$ cat src/rtl/wform_pkg.sv
`default_nettype none
// ============================================================================
// Module      : wform_pkg
// Description : Shared constants and state encoding for the waveform sequencer.
// Revision    : 1.0 - initial release
// ============================================================================
package wform_pkg;

  localparam int DEPTH  = 8;
  localparam int AW     = 3;
  localparam int DW     = 8;
  localparam int REPS_W = 4;
  localparam int DIV_W  = 4;

  typedef enum logic [1:0] {
    IDLE = 2'd0,
    PLAY = 2'd1,
    DONE = 2'd2
  } state_t;

endpackage
`default_nettype wire

$ cat src/rtl/wform_pattern_mem.sv
`default_nettype none
// ============================================================================
// Module      : wform_pattern_mem
// Description : DEPTH x DW pattern store, synchronous write, bit-wise async read.
// Revision    : 1.0 - initial release
// ============================================================================
module wform_pattern_mem #(
  parameter int DEPTH = wform_pkg::DEPTH,
  parameter int AW    = wform_pkg::AW,
  parameter int DW    = wform_pkg::DW
) (
  input  logic          clk,
  input  logic          i_wr_en,
  input  logic [AW-1:0] i_wr_addr,
  input  logic [DW-1:0] i_wr_data,
  input  logic [AW-1:0] i_rd_byte,
  input  logic [2:0]    i_rd_bit,
  output logic          o_rd_bit
);

  import wform_pkg::*;

  // Deliberately unreset: pattern contents survive a sequencer reset.
  logic [DW-1:0] r_mem [DEPTH];

  always_ff @(posedge clk) begin
    if (i_wr_en) begin
      r_mem[i_wr_addr] <= i_wr_data;
    end
  end

  assign o_rd_bit = r_mem[i_rd_byte][i_rd_bit];

endmodule
`default_nettype wire

$ cat src/rtl/wform_seq_ctrl.sv
`default_nettype none
// ============================================================================
// Module      : wform_seq_ctrl
// Description : Start/stop sequencer playing pattern bytes LSB-first on wform.
// Revision    : 1.0 - initial release
// ============================================================================
module wform_seq_ctrl #(
  parameter int DEPTH = wform_pkg::DEPTH,
  parameter int AW    = wform_pkg::AW,
  parameter int DW    = wform_pkg::DW
) (
  input  logic                         clk,
  input  logic                         clear_neg,
  input  logic                         wr_en,
  input  logic [AW-1:0]                wr_addr,
  input  logic [DW-1:0]                wr_data,
  input  logic                         start,
  input  logic [AW-1:0]                len,
  input  logic [wform_pkg::REPS_W-1:0] reps,
  input  logic [wform_pkg::DIV_W-1:0]  div,
  input  logic                         stop,
  output logic                         wform,
  output logic                         busy,
  output logic                         done,
  output logic [AW-1:0]                byte_idx,
  output logic [2:0]                   bit_idx
);

  import wform_pkg::*;

  state_t            r_state;
  state_t            w_next_state;
  logic [AW-1:0]     r_len;
  logic [AW-1:0]     r_byte;
  logic [REPS_W-1:0] r_reps;
  logic [REPS_W-1:0] r_pass;
  logic [DIV_W-1:0]  r_div;
  logic [DIV_W-1:0]  r_cnt;
  logic [2:0]        r_bit;

  logic w_start;
  logic w_stop;
  logic w_mem_wr;
  logic w_period_end;
  logic w_byte_end;
  logic w_pass_end;
  logic w_final;
  logic w_mem_bit;

  assign w_start      = (r_state == IDLE) && start;
  assign w_stop       = (r_state == PLAY) && stop;
  assign w_mem_wr     = (r_state == IDLE) && wr_en;
  assign w_period_end = (r_cnt == r_div);
  assign w_byte_end   = w_period_end && (r_bit == 3'd7);
  assign w_pass_end   = w_byte_end && (r_byte == r_len);
  // reps == 0 never reaches the final pass, so play loops until stopped.
  assign w_final      = w_pass_end && (r_reps != '0) && (r_pass == REPS_W'(1));

  wform_pattern_mem #(
    .DEPTH (DEPTH),
    .AW    (AW),
    .DW    (DW)
  ) u_mem (
    .clk       (clk),
    .i_wr_en   (w_mem_wr),
    .i_wr_addr (wr_addr),
    .i_wr_data (wr_data),
    .i_rd_byte (r_byte),
    .i_rd_bit  (r_bit),
    .o_rd_bit  (w_mem_bit)
  );

  always_ff @(posedge clk or negedge clear_neg) begin
    if (!clear_neg) begin
      r_state <= IDLE;
    end else begin
      r_state <= w_next_state;
    end
  end

  always_comb begin
    w_next_state = r_state;
    case (r_state)
      IDLE:    if (start) w_next_state = PLAY;
      PLAY:    if (stop || w_final) w_next_state = DONE;
      DONE:    w_next_state = IDLE;
      default: w_next_state = IDLE;
    endcase
  end

  always_ff @(posedge clk or negedge clear_neg) begin
    if (!clear_neg) begin
      r_len  <= '0;
      r_reps <= '0;
      r_div  <= '0;
      r_cnt  <= '0;
      r_bit  <= '0;
      r_byte <= '0;
      r_pass <= '0;
    end else if (w_start) begin
      r_len  <= len;
      r_reps <= reps;
      r_div  <= div;
      r_cnt  <= '0;
      r_bit  <= '0;
      r_byte <= '0;
      r_pass <= reps;
    end else if ((r_state == PLAY) && !w_stop) begin
      if (w_period_end) begin
        r_cnt <= '0;
        r_bit <= r_bit + 3'd1;
        if (w_pass_end) begin
          r_byte <= '0;
          if (r_reps != '0) begin
            r_pass <= r_pass - REPS_W'(1);
          end
        end else if (w_byte_end) begin
          r_byte <= r_byte + AW'(1);
        end
      end else begin
        r_cnt <= r_cnt + DIV_W'(1);
      end
    end
  end

  assign wform    = (r_state == PLAY) && w_mem_bit;
  assign busy     = (r_state == PLAY);
  assign done     = (r_state == DONE);
  assign byte_idx = r_byte;
  assign bit_idx  = r_bit;

endmodule
`default_nettype wire

$ cat config.mk
export PLATFORM = sky130hd
export DESIGN_NAME = wform_seq_ctrl
export DESIGN_NICKNAME = d
export VERILOG_FILES = /design/src/rtl/wform_pkg.sv /design/src/rtl/wform_pattern_mem.sv /design/src/rtl/wform_seq_ctrl.sv
export SDC_FILE = /design/constraint.sdc
export NUM_CORES = 1
export LEC_CHECK = 0
export CORE_ASPECT_RATIO = 1.1
export CORE_MARGIN = 1
export CORE_UTILIZATION = 51
export CTS_CLUSTER_DIAMETER = 60
export DETAILED_ROUTE_END_ITERATION = 10
export PLACE_DENSITY = 0.8
export SLEW_MARGIN = 40
export SYNTH_ARGS = -nofsm -noshare
export SYNTH_HDL_FRONTEND = slang
export SYNTH_SLANG_ARGS = --single-unit
$ cat constraint.sdc
create_clock -name clk -period 1.94 [get_ports clk]
set_input_delay 0.388 -clock clk [delete_from_list [all_inputs] [get_ports clk]]
set_output_delay 0.388 -clock clk [all_outputs]
set_load 0.005 [all_outputs]
==> out/qor.yml <==
floorplanning:
  start_util_pct: 52.5
  num_rows: 33
  die_width_um: 85.4
  core_area_sq_um: 7430
  die_area_sq_um: 8010
  die_h_um: 93.8
  ios: 36
worst_setup_path:
  slowest_delay_ps: 510
  critical_path_required_ps: 1550
  cp-start-kind: "register"
  path_cells: "buf_6 -> mux4_2 -> mux2i_1 -> nand2_1 -> o211ai_1 -> o21ai_1 -> buf_2"
  reg2reg_depth: 8
  path_max_fanout: 12
  endpoint_kind: "output port"
  path_buf_inv: 2
  path_class: "register to output port"
  arrival_ps: 2170
  cp_slowest_cell: "mux4_2"
  worst-path-stages: 7
  path_delay_family: "multiplexers"
global_route:
  grt_first_pass_wirelength_um: 11800
  first_global_vias: 2404
  antenna_found_initial: 0
  track_usage_pct: 20.4
  grt_max_degree: 28
  grt_overflow: 0
clocking:
  numClockSinks: 91
  clock_path_buffers: 2
  htree_levels: 3
  insertion_delay_ps: 360
  clock-root-buffer: "clkbuf_8"
  cts_tree: "done"
  path_clk_slew_ps: 90
  ctsHoldBuffers: 0
  cts_made_buffers: 9
routing:
  drt_iter0_drc: 156
  vias: 2396
  viasPerCell: 5.52
  wl_per_cell_um: 17.4
  wirelength_um: 7550
  drtAntennaViolNets: 0
  drc: 0
  drtPass1Iterations: 4
layout:
  nets: 375
  final_util_pct: 66.0
  final_cells: 434
  drive_above_1_share_pct: 24.2
  n_antenna_cell: 0
  synthToLayoutAreaGrowth_pct: 25.6
sta:
  worst_slew_pin_slew_ps: 462
  setup_ws_ps: -621
  fin_skew_ps: 8.31
  setup_violations: 2
  max_freq_ghz: 0.391
  finalHoldViolCount: 0
  slew_violations: 0
  fin_crit_sh_pct: 132
  rsz0062_at_grt: "yes"
  relSlewSlack_pct: 69.1
  finalCriticalPeriod_ps: 2560
logic_synthesis:
  syn_area_per_cell_sq_um: 14.3
  synth_edf_count: 64
  yosysWarnings: 0
  synth_area_sq_um: 3900
  seq_area_frac_synth_pct: 66.5
  syn_inst: 273
  ys_seq_elements: 91
  synth_largest_area_cell: "edfxtp_1"
  postSynth.asyncResetShare_pct: 29.7
  synth_top_cell_area_share_pct: 49.2
  ys.flop_type: "edfxtp_1"
  syn-num-nets: 306
  ys_types: 38
  ys_top_cells_by_area: "edfxtp_1 49%, dfrtp_1 17%, mux4_2 8.7%"
place:
  placedCellCount: 412
  hpwlAfterDp_um: 5270
  gp_congestion: 0.758
  io_buffers: 35
power:
  ir_drop_uv: 685
  leakage_nw: 1.87
  cellPowerDensity_nw_per_um2: 1060
  finalPower_w: 0.00521
hold_path:
  hp-class: "primary input to async pin"
outcome:
  violations: "setup timing"
  status: "complete, but fails checks"
job:
  max-cap-violations: 0
==> where the power goes <==
part	leakage [nW]	total, W	internal [W]	switching [W]
sequential	0.921	0.00253	0.00233	0.000194
combinational	0.827	0.00113	0.000508	0.000624
clock	0.123	0.00155	0.000867	0.000680
total	1.87	0.00521	0.00371	0.00150
==> registers in the layout, indices dropped and copies added, names as in the netlist <==
signal       cells
bit_idx          3
r_div            4
r_pass           4
r_state          2
r_cnt            4
byte_idx         3
r_len            3
r_reps           4
u_mem.r_mem     64
==> layout by cell type, fill, tap and decap left out, types with 5 or more instances in the layout <==
cell type	Yosys	final
a21oi_1	12	11
buf_4	2	30
buf_6	0	5
clkbuf_8	0	9
clkdlybuf4s50_1	0	31
dfrtp_1	27	24
edfxtp_1	64	64
ha_1	6	5
mux2i_1	9	8
mux4_2	15	15
nand2_1	46	46
nand3_1	8	8
nor2_1	17	17
nor3_1	5	5
xor2_1	10	10
==> synth_stat cells, types with 2 or more instances <==
library cell and count:
edfxtp_1 64, nand2_1 46, dfrtp_1 27, nor2_1 17, mux4_2 15, a21oi_1 12, xor2_1 10, mux2i_1 9
nand3_1 8, ha_1 6, o21ai_0 6, clkbuf_1 5, nor3_1 5, buf_2 4, inv_1 4, nand2b_1 4
nand3b_1 3, nand4_1 3, nor2b_1 3, buf_1 2, buf_4 2, o211ai_1 2
==> through the flow <==
stage               setup TNS (ps)  setup WS (ps)  instance area [sq um]  hold slack, ps
finish                        -626           -621                   4900             384
global route                 -1350           -736                   4900             417
CTS                           -585           -585                   4850             390
detailed placement            -556           -530                   4560             472
global placement              -521           -521                   4560             462
floorplan                    -56.1          -56.1                   3920            92.4
==> logic make-up after synthesis <==
logic type,share of synthesized area [%]
AOI/OAI and AO/OA,3.94
xor gates and xnor gates,2.47
adders and majority gates,1.92
buffers and inverters,2.08
DFF,66.5
muxes,11.2
and+or+nand+nor,11.8
==> worst paths after layout <==
check                              endpoint  slack [ps]        start
worst min-delay path               r_cnt[3]         380    clear_neg
min in group clk                  r_reps[3]         510    r_reps[3]
max in group asynchronous       byte_idx[2]        1260    clear_neg
worst max-delay path                  wform        -620  byte_idx[1]
worst max register to register    r_pass[1]         -10   bit_idx[1]
worst min register to register    r_reps[3]         510    r_reps[3]
==> what timing repair did <==
item / CTS / global route
endpoints found under the setup margin: 7 / 11
setup buffers: 4 / 2
pin swaps: 4 / 3
resized for setup: 14 / 11
==> final cells by class <==
class / count / area, sq um
flip-flops and latches: 91 / 2600
fillers: 540 / 2530
multi-input cells: 164 / 1270
repair buffers: 72 / 667
clock buffers: 9 / 124
clock inverters: 7 / 123
well taps: 87 / 109
inverters: 4 / 15.0
==> routing by layer <==
metal  wire length, um  up-vias  track usage, %
li1                  -     1142               -
met1              3250     1187            25.0
met2              3900       57            35.9
met3               291       10            4.31
met4               104        0            7.50
met5                 0        -               0
(Power assumes the default switching activity.)
